`config.mk`:
```
export PLATFORM = sky130hd
export DESIGN_NAME = spi_xfer_ctrl
export DESIGN_NICKNAME = d
export VERILOG_FILES = /design/src/rtl/spi_ctrl_pkg.sv /design/src/rtl/spi_xfer_ctrl.sv
export SDC_FILE = /design/constraint.sdc
export NUM_CORES = 1
export LEC_CHECK = 0
export BUFFER_PORTS_ARGS = -buffer_cell sky130_fd_sc_hd__clkbuf_2
export CAP_MARGIN = 30
export CORE_MARGIN = 2
export CORE_UTILIZATION = 29
export DETAILED_ROUTE_END_ITERATION = 6
export PLACE_DENSITY = 0.55
export SYNTH_ARGS = -nofsm -noshare
export SYNTH_HDL_FRONTEND = slang
export SYNTH_SLANG_ARGS = --single-unit
```
`constraint.sdc`:
```
create_clock -name clk_i -period 3 [get_ports clk_i]
set_input_delay 0.15 -clock clk_i [delete_from_list [all_inputs] [get_ports clk_i]]
set_output_delay 0.15 -clock clk_i [all_outputs]
set_load 0.005 [all_outputs]
```
`src/rtl/spi_ctrl_pkg.sv`:
```
// Shared types and sizing helpers for the SPI transaction sequencer.
package spi_ctrl_pkg;

  typedef enum logic [2:0] {
    ST_IDLE,
    ST_SETUP,
    ST_WAIT_TX,
    ST_START,
    ST_RUN,
    ST_HOLD,
    ST_GAP
  } spi_xfer_state_e;

  function automatic int len_w(input int max_len);
    return $clog2(max_len + 1);
  endfunction

  // Width of the shared CS timing counter; never narrower than one bit.
  function automatic int cnt_w(input int a, input int b, input int c);
    int m;
    m = a;
    if (b > m) m = b;
    if (c > m) m = c;
    return (m < 1) ? 1 : $clog2(m + 1);
  endfunction

endpackage

```
`src/rtl/spi_xfer_ctrl.sv`:
```
// SPI transaction sequencer: owns chip-select timing and feeds the byte engine
// one TX byte at a time, returning each RX byte and a completion pulse.
module spi_xfer_ctrl
  import spi_ctrl_pkg::*;
#(
  parameter int  MAX_LEN  = 16,
  parameter int  CS_SETUP = 2,
  parameter int  CS_HOLD  = 2,
  parameter int  CS_IDLE  = 1,
  localparam int LEN_W    = len_w(MAX_LEN)
) (
  input  logic             clk_i,
  input  logic             rst_ni,
  input  logic             req_valid_i,
  output logic             req_ready_o,
  input  logic [LEN_W-1:0] req_len_i,
  input  logic             abort_i,
  input  logic             tx_valid_i,
  input  logic [7:0]       tx_data_i,
  output logic             tx_ready_o,
  output logic             rx_valid_o,
  output logic [7:0]       rx_data_o,
  output logic             done_o,
  output logic             aborted_o,
  output logic             cs_no,
  output logic             eng_start_o,
  output logic [7:0]       eng_tx_byte_o,
  input  logic [7:0]       eng_rx_byte_i,
  input  logic             eng_busy_i
);

  localparam int CNT_W = cnt_w(CS_SETUP, CS_HOLD, CS_IDLE);

  // HOLD's first cycle is the one carrying the last rx_valid_o, so it runs to
  // CS_HOLD inclusive; SETUP and GAP last max(param,1) cycles.
  localparam logic [CNT_W-1:0] SETUP_LAST = CNT_W'((CS_SETUP > 0) ? CS_SETUP - 1 : 0);
  localparam logic [CNT_W-1:0] HOLD_LAST  = CNT_W'(CS_HOLD);
  localparam logic [CNT_W-1:0] IDLE_LAST  = CNT_W'((CS_IDLE > 0) ? CS_IDLE - 1 : 0);

  spi_xfer_state_e  state_q, state_d;
  logic [CNT_W-1:0] cnt_q, cnt_d;
  logic [LEN_W-1:0] rem_q, rem_d;
  logic             abort_q, abort_d;
  logic             seen_busy_q, seen_busy_d;
  logic             req_ready_q, req_ready_d;
  logic             tx_ready_q, tx_ready_d;
  logic             cs_n_q, cs_n_d;
  logic             eng_start_q, eng_start_d;
  logic [7:0]       eng_tx_byte_q, eng_tx_byte_d;
  logic             rx_valid_q, rx_valid_d;
  logic [7:0]       rx_data_q, rx_data_d;
  logic             done_q, done_d;
  logic             aborted_q, aborted_d;
  logic             accept;

  assign accept = (state_q == ST_IDLE) && req_valid_i && req_ready_q;

  always_comb begin
    // NOTE: every variable gets a default before the case so no path leaves
    // one unassigned, which would otherwise infer a latch.
    state_d       = state_q;
    cnt_d         = '0;
    rem_d         = rem_q;
    abort_d       = abort_q;
    seen_busy_d   = seen_busy_q;
    eng_tx_byte_d = eng_tx_byte_q;
    rx_valid_d    = 1'b0;
    rx_data_d     = rx_data_q;
    done_d        = 1'b0;
    aborted_d     = 1'b0;

    case (state_q)
      ST_IDLE: begin
        if (accept) begin
          rem_d = req_len_i;
          if (req_len_i == '0) done_d = 1'b1;
          else                 state_d = ST_SETUP;
        end
      end
      ST_SETUP: begin
        if (abort_i) begin
          abort_d = 1'b1;
          state_d = ST_HOLD;
        end else if (cnt_q == SETUP_LAST) begin
          state_d = ST_WAIT_TX;
        end else begin
          cnt_d = cnt_q + 1'b1;
        end
      end
      ST_WAIT_TX: begin
        // Abort takes priority over a coincident TX handshake.
        if (abort_i) begin
          abort_d = 1'b1;
          state_d = ST_HOLD;
        end else if (tx_valid_i && tx_ready_q) begin
          eng_tx_byte_d = tx_data_i;
          state_d       = ST_START;
        end
      end
      ST_START: begin
        seen_busy_d = 1'b0;
        if (abort_i) abort_d = 1'b1;
        state_d = ST_RUN;
      end
      ST_RUN: begin
        if (abort_i) abort_d = 1'b1;
        if (eng_busy_i) begin
          seen_busy_d = 1'b1;
        end else if (seen_busy_q) begin
          rx_valid_d = 1'b1;
          rx_data_d  = eng_rx_byte_i;
          rem_d      = rem_q - 1'b1;
          if (rem_q == LEN_W'(1) || abort_q || abort_i) state_d = ST_HOLD;
          else                                          state_d = ST_WAIT_TX;
        end
      end
      ST_HOLD: begin
        if (cnt_q == HOLD_LAST) begin
          done_d    = 1'b1;
          aborted_d = abort_q;
          state_d   = ST_GAP;
        end else begin
          cnt_d = cnt_q + 1'b1;
        end
      end
      ST_GAP: begin
        if (cnt_q == IDLE_LAST) begin
          abort_d = 1'b0;
          state_d = ST_IDLE;
        end else begin
          cnt_d = cnt_q + 1'b1;
        end
      end
      default: state_d = ST_IDLE;
    endcase

    // Outputs are registered from the next state so they line up with it.
    req_ready_d = (state_d == ST_IDLE) && !accept;
    cs_n_d      = (state_d == ST_IDLE) || (state_d == ST_GAP);
    tx_ready_d  = (state_d == ST_WAIT_TX) && !eng_busy_i;
    eng_start_d = (state_d == ST_START);
  end

  always_ff @(posedge clk_i) begin
    // NOTE: sequential state uses non-blocking assignments so every register
    // samples the pre-edge values; the reset branch is synchronous.
    if (!rst_ni) begin
      state_q       <= ST_IDLE;
      cnt_q         <= '0;
      rem_q         <= '0;
      abort_q       <= 1'b0;
      seen_busy_q   <= 1'b0;
      req_ready_q   <= 1'b0;
      tx_ready_q    <= 1'b0;
      cs_n_q        <= 1'b1;
      eng_start_q   <= 1'b0;
      eng_tx_byte_q <= '0;
      rx_valid_q    <= 1'b0;
      rx_data_q     <= '0;
      done_q        <= 1'b0;
      aborted_q     <= 1'b0;
    end else begin
      state_q       <= state_d;
      cnt_q         <= cnt_d;
      rem_q         <= rem_d;
      abort_q       <= abort_d;
      seen_busy_q   <= seen_busy_d;
      req_ready_q   <= req_ready_d;
      tx_ready_q    <= tx_ready_d;
      cs_n_q        <= cs_n_d;
      eng_start_q   <= eng_start_d;
      eng_tx_byte_q <= eng_tx_byte_d;
      rx_valid_q    <= rx_valid_d;
      rx_data_q     <= rx_data_d;
      done_q        <= done_d;
      aborted_q     <= aborted_d;
    end
  end

  assign req_ready_o   = req_ready_q;
  assign tx_ready_o    = tx_ready_q;
  assign cs_no         = cs_n_q;
  assign eng_start_o   = eng_start_q;
  assign eng_tx_byte_o = eng_tx_byte_q;
  assign rx_valid_o    = rx_valid_q;
  assign rx_data_o     = rx_data_q;
  assign done_o        = done_q;
  assign aborted_o     = aborted_q;

endmodule

```
; After elaboration in Yosys (flattened, before gate mapping)
; Index checks and enable logic that the tools add are counted.
; Widths: inputs -> output; s select.
[classes]
n_addsub = 2
n_eq_ne = 18
mux = 31
bitwise_logic = 4
n_reduce_logical = 25
[ops]
columns = operator, count
row1 = $mux 3, 11
row2 = $pmux 3 s7, 1
row3 = $mux 5, 3
row4 = $eq 3x2->1 const B, 4
row5 = $eq 3x3->1 const B, 4
row6 = $reduce_and 3->1, 4
row7 = $ne 2x2->1 const B, 5
row8 = $pmux 5 s2, 1
row9 = $mux 2, 4
row10 = $mux 1, 7
row11 = $logic_not 3->1, 2
row12 = $pmux 1 s2, 3
row13 = $pmux 2 s3, 1
row14 = $reduce_bool 2->1, 3
row15 = $eq 5x1->1 const B, 1
row16 = $logic_and 1x1->1, 5
row17 = $logic_not 5->1, 1
row18 = $sub 5x1->5 const B, 1
row19 = $not 1->1, 4
row20 = $reduce_and 4->1, 1
row21 = $reduce_or 4->1, 1
row22 = $eq 3x1->1 const B, 1
row23 = $logic_or 1x1->1, 3
row24 = $reduce_or 3->1, 1
row25 = other kinds (7), 8
[totals]
regBits = 35
inputBits = 27
output_inout_bits = 23
word_cells = 94

; Logic depth before layout (Yosys ltp)
[depth]
depth_word = 9
ltp_mapped = 8
depth_no_buf = 7

; Least setup slack after synthesis
; No wires, ideal clock.
[synth_path]
path_kind = register to register
startpoint = reg, netlist name rem_q[1]
endpoint = reg eng_tx_byte_q[0], in the netlist eng_tx_byte_o[0]
setup_ns = 0.072
arrival_ns = 1.886
required_ns = 2.928
setup_slack_ns = 1.042
path_stages_with_launch = 9
n_path_buf = 1
period_less_slack_ns = 1.958
path_cell_list = dfxtp_1 > inv_1 > ha_1 > nor4b_1 > or4_4 > o221ai_4 > a21boi_2 > buf_6 > mux2i_1
[synth_lines]
columns = element, line
row1 = end signal: assignment, spi_xfer_ctrl.sv:172  ; eng_tx_byte_q <= eng_tx_byte_d;
row2 = end: declaration, spi_xfer_ctrl.sv:49  ; logic [7:0] eng_tx_byte_q, eng_tx_byte_d;

; Worst setup path in the final report
[layout_path]
startpoint = reg state_q[1]
endpoint = reg rem_q[0]
[layout_between]
elab_chain_len = 5
elab_cells_between_ends = 10
classes_between = eq/ne (4) / mux (1) / reduce/logical (5)
[layout_rtl]
columns = element, line
row1 = start: declaration, spi_xfer_ctrl.sv:40  ; spi_xfer_state_e state_q, state_d;
row2 = start signal: assignment, spi_xfer_ctrl.sv:163  ; state_q <= state_d;
row3 = $logic_not 3->1, "spi_xfer_ctrl.sv:56, spi_xfer_ctrl.sv:72"
row4 = $logic_and 1x1->1 (2 in series), spi_xfer_ctrl.sv:56  ; assign accept = (state_q == ST_IDLE) && req_valid_i && req_ready_q;
row5 = $ne 2x2->1 (no source line), --
row6 = $reduce_and 4->1 (no source line), --
row7 = end signal: assignment, spi_xfer_ctrl.sv:165  ; rem_q <= rem_d;
row8 = end: declaration, spi_xfer_ctrl.sv:42  ; logic [LEN_W-1:0] rem_q, rem_d;
; Parallel ways exist; a longest one is shown, timed or not.
; A chain may end at the register's enable or synchronous reset.

==> tab_implementation.tex <==
\begin{tabular}{lr}
\hline
Metric & Value \\
\hline
\multicolumn{2}{l}{\textbf{Global routing}} \\
\quad Total global-route track usage & 0.134 \\
\quad Total gr overflow & 0 \\
\quad Maximum number of pins on one net before global-route repair & 24 \\
\quad Via count of the first global-routing pass & 1,405 \\
\quad Antenna violations before repair & 0 \\
\quad First-pass GRT wire length & 6820 um \\
\multicolumn{2}{l}{\textbf{Yosys}} \\
\quad Post-synthesis compound-gate area fraction & 0.192 \\
\quad Top-area cell type share of the netlist area & 0.398 \\
\quad Dominant synthesized flop cell & sky130\_fd\_sc\_hd\_\_dfxtp\_1 \\
\quad Synth Warn \# & 0 \\
\quad Largest area contributor in the synthesized netlist & sky130\_fd\_sc\_hd\_\_dfxtp\_1 \\
\quad Main area contributors after synthesis & sky130\_fd\_sc\_hd\_\_dfxtp\_1 40\%, sky130\_fd\_sc\_hd\_\_nand2\_1 9.4\%, sky130\_fd\_sc\_hd\_\_a21oi\_1 5.1\%, sky130\_fd\_sc\_hd\_\_ha\_1 5.0\%, sky130\_fd\_sc\_hd\_\_mux2i\_1 4.5\% \\
\quad Number of distinct standard cells referenced by the synthesized netlist & 49 \\
\quad Share of synthesized area occupied by flip-flops and latches & 0.398 \\
\quad Commonest cells in the synthesized netlist & 44 x sky130\_fd\_sc\_hd\_\_nand2\_1, 35 x sky130\_fd\_sc\_hd\_\_dfxtp\_1, 18 x sky130\_fd\_sc\_hd\_\_a21oi\_1 \\
\quad Share of cell area taken by muxes after synthesis & 0.0455 \\
\quad Share of synthesized registers carrying an async set or reset & 0 \\
\quad XOR/XNOR Fraction of Synth Area & 0 \\
\quad Summed instance area of the synthesized netlist & 0.00176 mm2 \\
\quad Cell count after synthesis & 208 \\
\quad Post-synthesis share of cell area spent on full adders, half adders and majority gates & 0.0497 \\
\quad Synthesized netlist net count & 242 \\
\quad Simple-gate portion of the synthesized area & 0.259 \\
\quad Number of storage elements in the synthesis netlist & 35 \\
\quad Dominant combinational cell family by area after synthesis & simple AND/OR/NAND/NOR gates \\
\quad Average footprint of a synthesized cell & 8.47 um2 \\
\quad Number of enable flip-flop cells after synthesis & 0 \\
\quad Most used standard cell by instance count after synthesis & sky130\_fd\_sc\_hd\_\_nand2\_1 \\
\multicolumn{2}{l}{\textbf{Die}} \\
\quad Number of top-level pins & 50 \\
\quad Starting density of the core & 0.299 \\
\quad Chip Width & 81.9 um \\
\quad Number of core rows & 28 \\
\quad Area of the core & 0.00589 mm2 \\
\quad Area of the die & 0.00671 mm2 \\
\quad Height of the die & 81.9 um \\
\multicolumn{2}{l}{\textbf{Clocking}} \\
\quad Number of hold buffers added after CTS & 0 \\
\quad CTS Buffer Depth & 2 \\
\quad Number of buffers inserted by post-CTS setup repair & 0 \\
\quad Clock-pin slew reported for the worst setup and hold paths after clock tree synthesis & 0.07 ns \\
\quad CTS Buf Count & 5 \\
\quad Number of cells upsized or downsized after cts & 0 \\
\quad Clock Latency Late Sink & 0.28 ns \\
\quad Deepest level of the CTS H-tree & 2 \\
\quad Root buffer selected by CTS & sky130\_fd\_sc\_hd\_\_clkbuf\_8 \\
\quad Clk sinks & 35 \\
\quad Clock tree from TritonCTS & yes \\
\multicolumn{2}{l}{\textbf{Cells and area}} \\
\quad Antenna fix cells & 0 \\
\quad Utilization after layout & 0.363 \\
\quad Fin cells & 331 \\
\quad Layout net count & 289 \\
\quad Count of fill cells added during filler insertion & 650 \\
\quad Share of cells above drive strength 1 & 0.262 \\
\quad Area overhead of the layout relative to synthesis & 21.3\% \\
\multicolumn{2}{l}{\textbf{Timing}} \\
\quad Fmax & 456 MHz \\
\quad Final min period & 2.20 ns \\
\quad RSZ-0062 raised after global routing & false \\
\quad Final setup violating endpoints & 0 \\
\quad Setup clock skew after layout & 0.00686 ns \\
\quad Share of the clock period used by the worst path & 0.732 \\
\quad Count of final hold-check violations & 0 \\
\quad Post-route setup TNS & 0 ns \\
\quad Slew at the pin closest to its max-slew limit & 0.553 ns \\
\quad Worst relative slew slack & 0.629 \\
\quad Final Slew Violations & 0 \\
\multicolumn{2}{l}{\textbf{Routing}} \\
\quad DRC errors left & 0 \\
\quad Drt initial violations & 87 \\
\quad Average via count per standard cell & 4.72 \\
\quad Number of iterations in the first detailed-routing pass & 4 \\
\quad Routed met3 length & 247 um \\
\quad Routed wire length & 4180 um \\
\quad Routed WL per cell & 12.6 um \\
\quad Antenna violation net count after detailed routing & 0 \\
\quad Vias after detailed routing & 1,561 \\
\quad Met2 Routed Length & 1860 um \\
\quad Highest metal layer with signal wires & met4 \\
\quad Post-route met1 wirelength & 1990 um \\
\multicolumn{2}{l}{\textbf{Setup path}} \\
\quad Cell family with most CP delay & simple AND/OR/NAND/NOR gates \\
\quad Critical path class & flop to flop \\
\quad CP Data Arrival Time & 2.39 ns \\
\quad Startpoint class of the critical path & flop \\
\quad Crit. End Element & flop \\
\quad Critical path buffer and inverter count & 0 \\
\quad Critical path's largest stage delay & 0.68 ns \\
\quad Largest fanout on the critical path & 15 \\
\quad Slowest stage cell, crit path & sky130\_fd\_sc\_hd\_\_or3b\_1 \\
\quad Critical path, cell by cell & or3b\_1, or2\_1, nand2\_4, o21ai\_1, a221oi\_2 \\
\quad WP data required & 3.20 ns \\
\multicolumn{2}{l}{\textbf{Power}} \\
\quad Worst IR drop on VDD & 0.000216 V \\
\quad Reported leakage power & 0.000866 uW \\
\quad Pwr/cell area & 459 mW/mm2 \\
\multicolumn{2}{l}{\textbf{Placed design}} \\
\quad Number of input and output port buffers inserted & 49 \\
\quad Hpwl dp & 3090 um \\
\quad Routability congestion estimate from global placement & 0.849 \\
\quad Placed instance count & 323 \\
\multicolumn{2}{l}{\textbf{Job}} \\
\quad Max-capacitance violation count & 0 \\
\multicolumn{2}{l}{\textbf{Run status}} \\
\quad Result of the run & finished clean \\
\multicolumn{2}{l}{\textbf{Worst hold path}} \\
\quad Type of the tightest min-delay check & input pin to flop \\
\hline
\end{tabular}
## layout make-up
type	count	area, um2	share of cell area
Clock buffer	6	72.6	0.0340
Tap cell	75	93.8	0.0439
Clock inverter	2	12.5	0.00585
Timing Repair Buffer	52	268	0.125
Multi-Input combinational cell	154	963	0.451
Inverter	7	26.3	0.0123
Sequential cell	35	701	0.328
## routing by layer
layer  global-route usage  up-vias
met5                    0        -
met2                0.197       46
met1                0.181      695
met3               0.0374        7
met4               0.0633        0
li1                     -      813
## cell usage in the layout (no fill, tap or decap), types with 5 or more instances in the layout
| master | netlist | layout |
|---|---|---|
| sky130_fd_sc_hd__nand2_1 | 44 | 44 |
| sky130_fd_sc_hd__dfxtp_1 | 35 | 35 |
| sky130_fd_sc_hd__o21ai_0 | 13 | 13 |
| sky130_fd_sc_hd__inv_1 | 6 | 6 |
| sky130_fd_sc_hd__ha_1 | 7 | 7 |
| sky130_fd_sc_hd__nor2_1 | 13 | 13 |
| sky130_fd_sc_hd__clkbuf_8 | 0 | 5 |
| sky130_fd_sc_hd__a21oi_1 | 18 | 18 |
| sky130_fd_sc_hd__clkbuf_2 | 0 | 49 |
| sky130_fd_sc_hd__mux2i_1 | 8 | 8 |
## stage by stage
| stage | total power [uW] | instance area (um2) | worst slack, ns | hold WS, ns |
|---|---|---|---|---|
| global placement | 661 | 2050 | 0.868 | 0.376 |
| floorplan | 607 | 1760 | 1.04 | 0.227 |
| detailed placement | 658 | 2050 | 0.826 | 0.383 |
| global route | 1040 | 2140 | 0.586 | 0.0714 |
| finish | 980 | 2140 | 0.805 | 0.0799 |
| CTS | 994 | 2140 | 0.808 | 0.0736 |
## registers in the layout, summed over array words and instances (netlist names)
signal,cells
eng_start_o,1
eng_tx_byte_o,8
abort_q,1
seen_busy_q,1
state_q,3
tx_ready_o,1
rem_q,5
cnt_q,2
req_ready_o,1
cs_no,1
rx_data_o,8
done_o,1
aborted_o,1
rx_valid_o,1
## cell families (layout without fill, tap and decap cells)
| logic type | count (synthesis) | after routing |
|---|---|---|
| simple gates | 89 | 89 |
| compound gates | 50 | 50 |
| flops | 35 | 35 |
| buf+inv | 19 | 67 |
| mux | 8 | 8 |
| fa+ha+maj | 7 | 7 |
## worst paths after layout
kind                                           startpoint                         to  slack [ns]  cells past startpoint
worst max-delay path                state_q[1]$_SDFF_PN0_      rem_q[0]$_SDFFE_PN0P_        0.80                      5
worst min-delay path                           eng_busy_i      tx_ready_o$_SDFF_PN0_        0.08                      2
worst max register to register      state_q[1]$_SDFF_PN0_      rem_q[0]$_SDFFE_PN0P_        0.80                      5
worst min register to register  rx_data_o[1]$_SDFFE_PN0P_  rx_data_o[1]$_SDFFE_PN0P_        0.46                      2
## worst reg2reg max path, stage by stage, from the launching register on
cell,delay (ns)
sky130_fd_sc_hd__dfxtp_1,0.44
sky130_fd_sc_hd__or3b_1,0.68
sky130_fd_sc_hd__or2_1,0.48
sky130_fd_sc_hd__nand2_4,0.16
sky130_fd_sc_hd__o21ai_1,0.09
sky130_fd_sc_hd__a221oi_2,0.26
## power breakdown
| group | total [uW] | leakage, uW | switching (uW) | internal (uW) |
|---|---|---|---|---|
| Clock | 331 | 0.0000412 | 169 | 162 |
| Sequential | 502 | 0.000283 | 19.3 | 483 |
| Combinational | 148 | 0.000542 | 85.3 | 62.4 |
No activity file was read; power rests on OpenSTA's default activity.
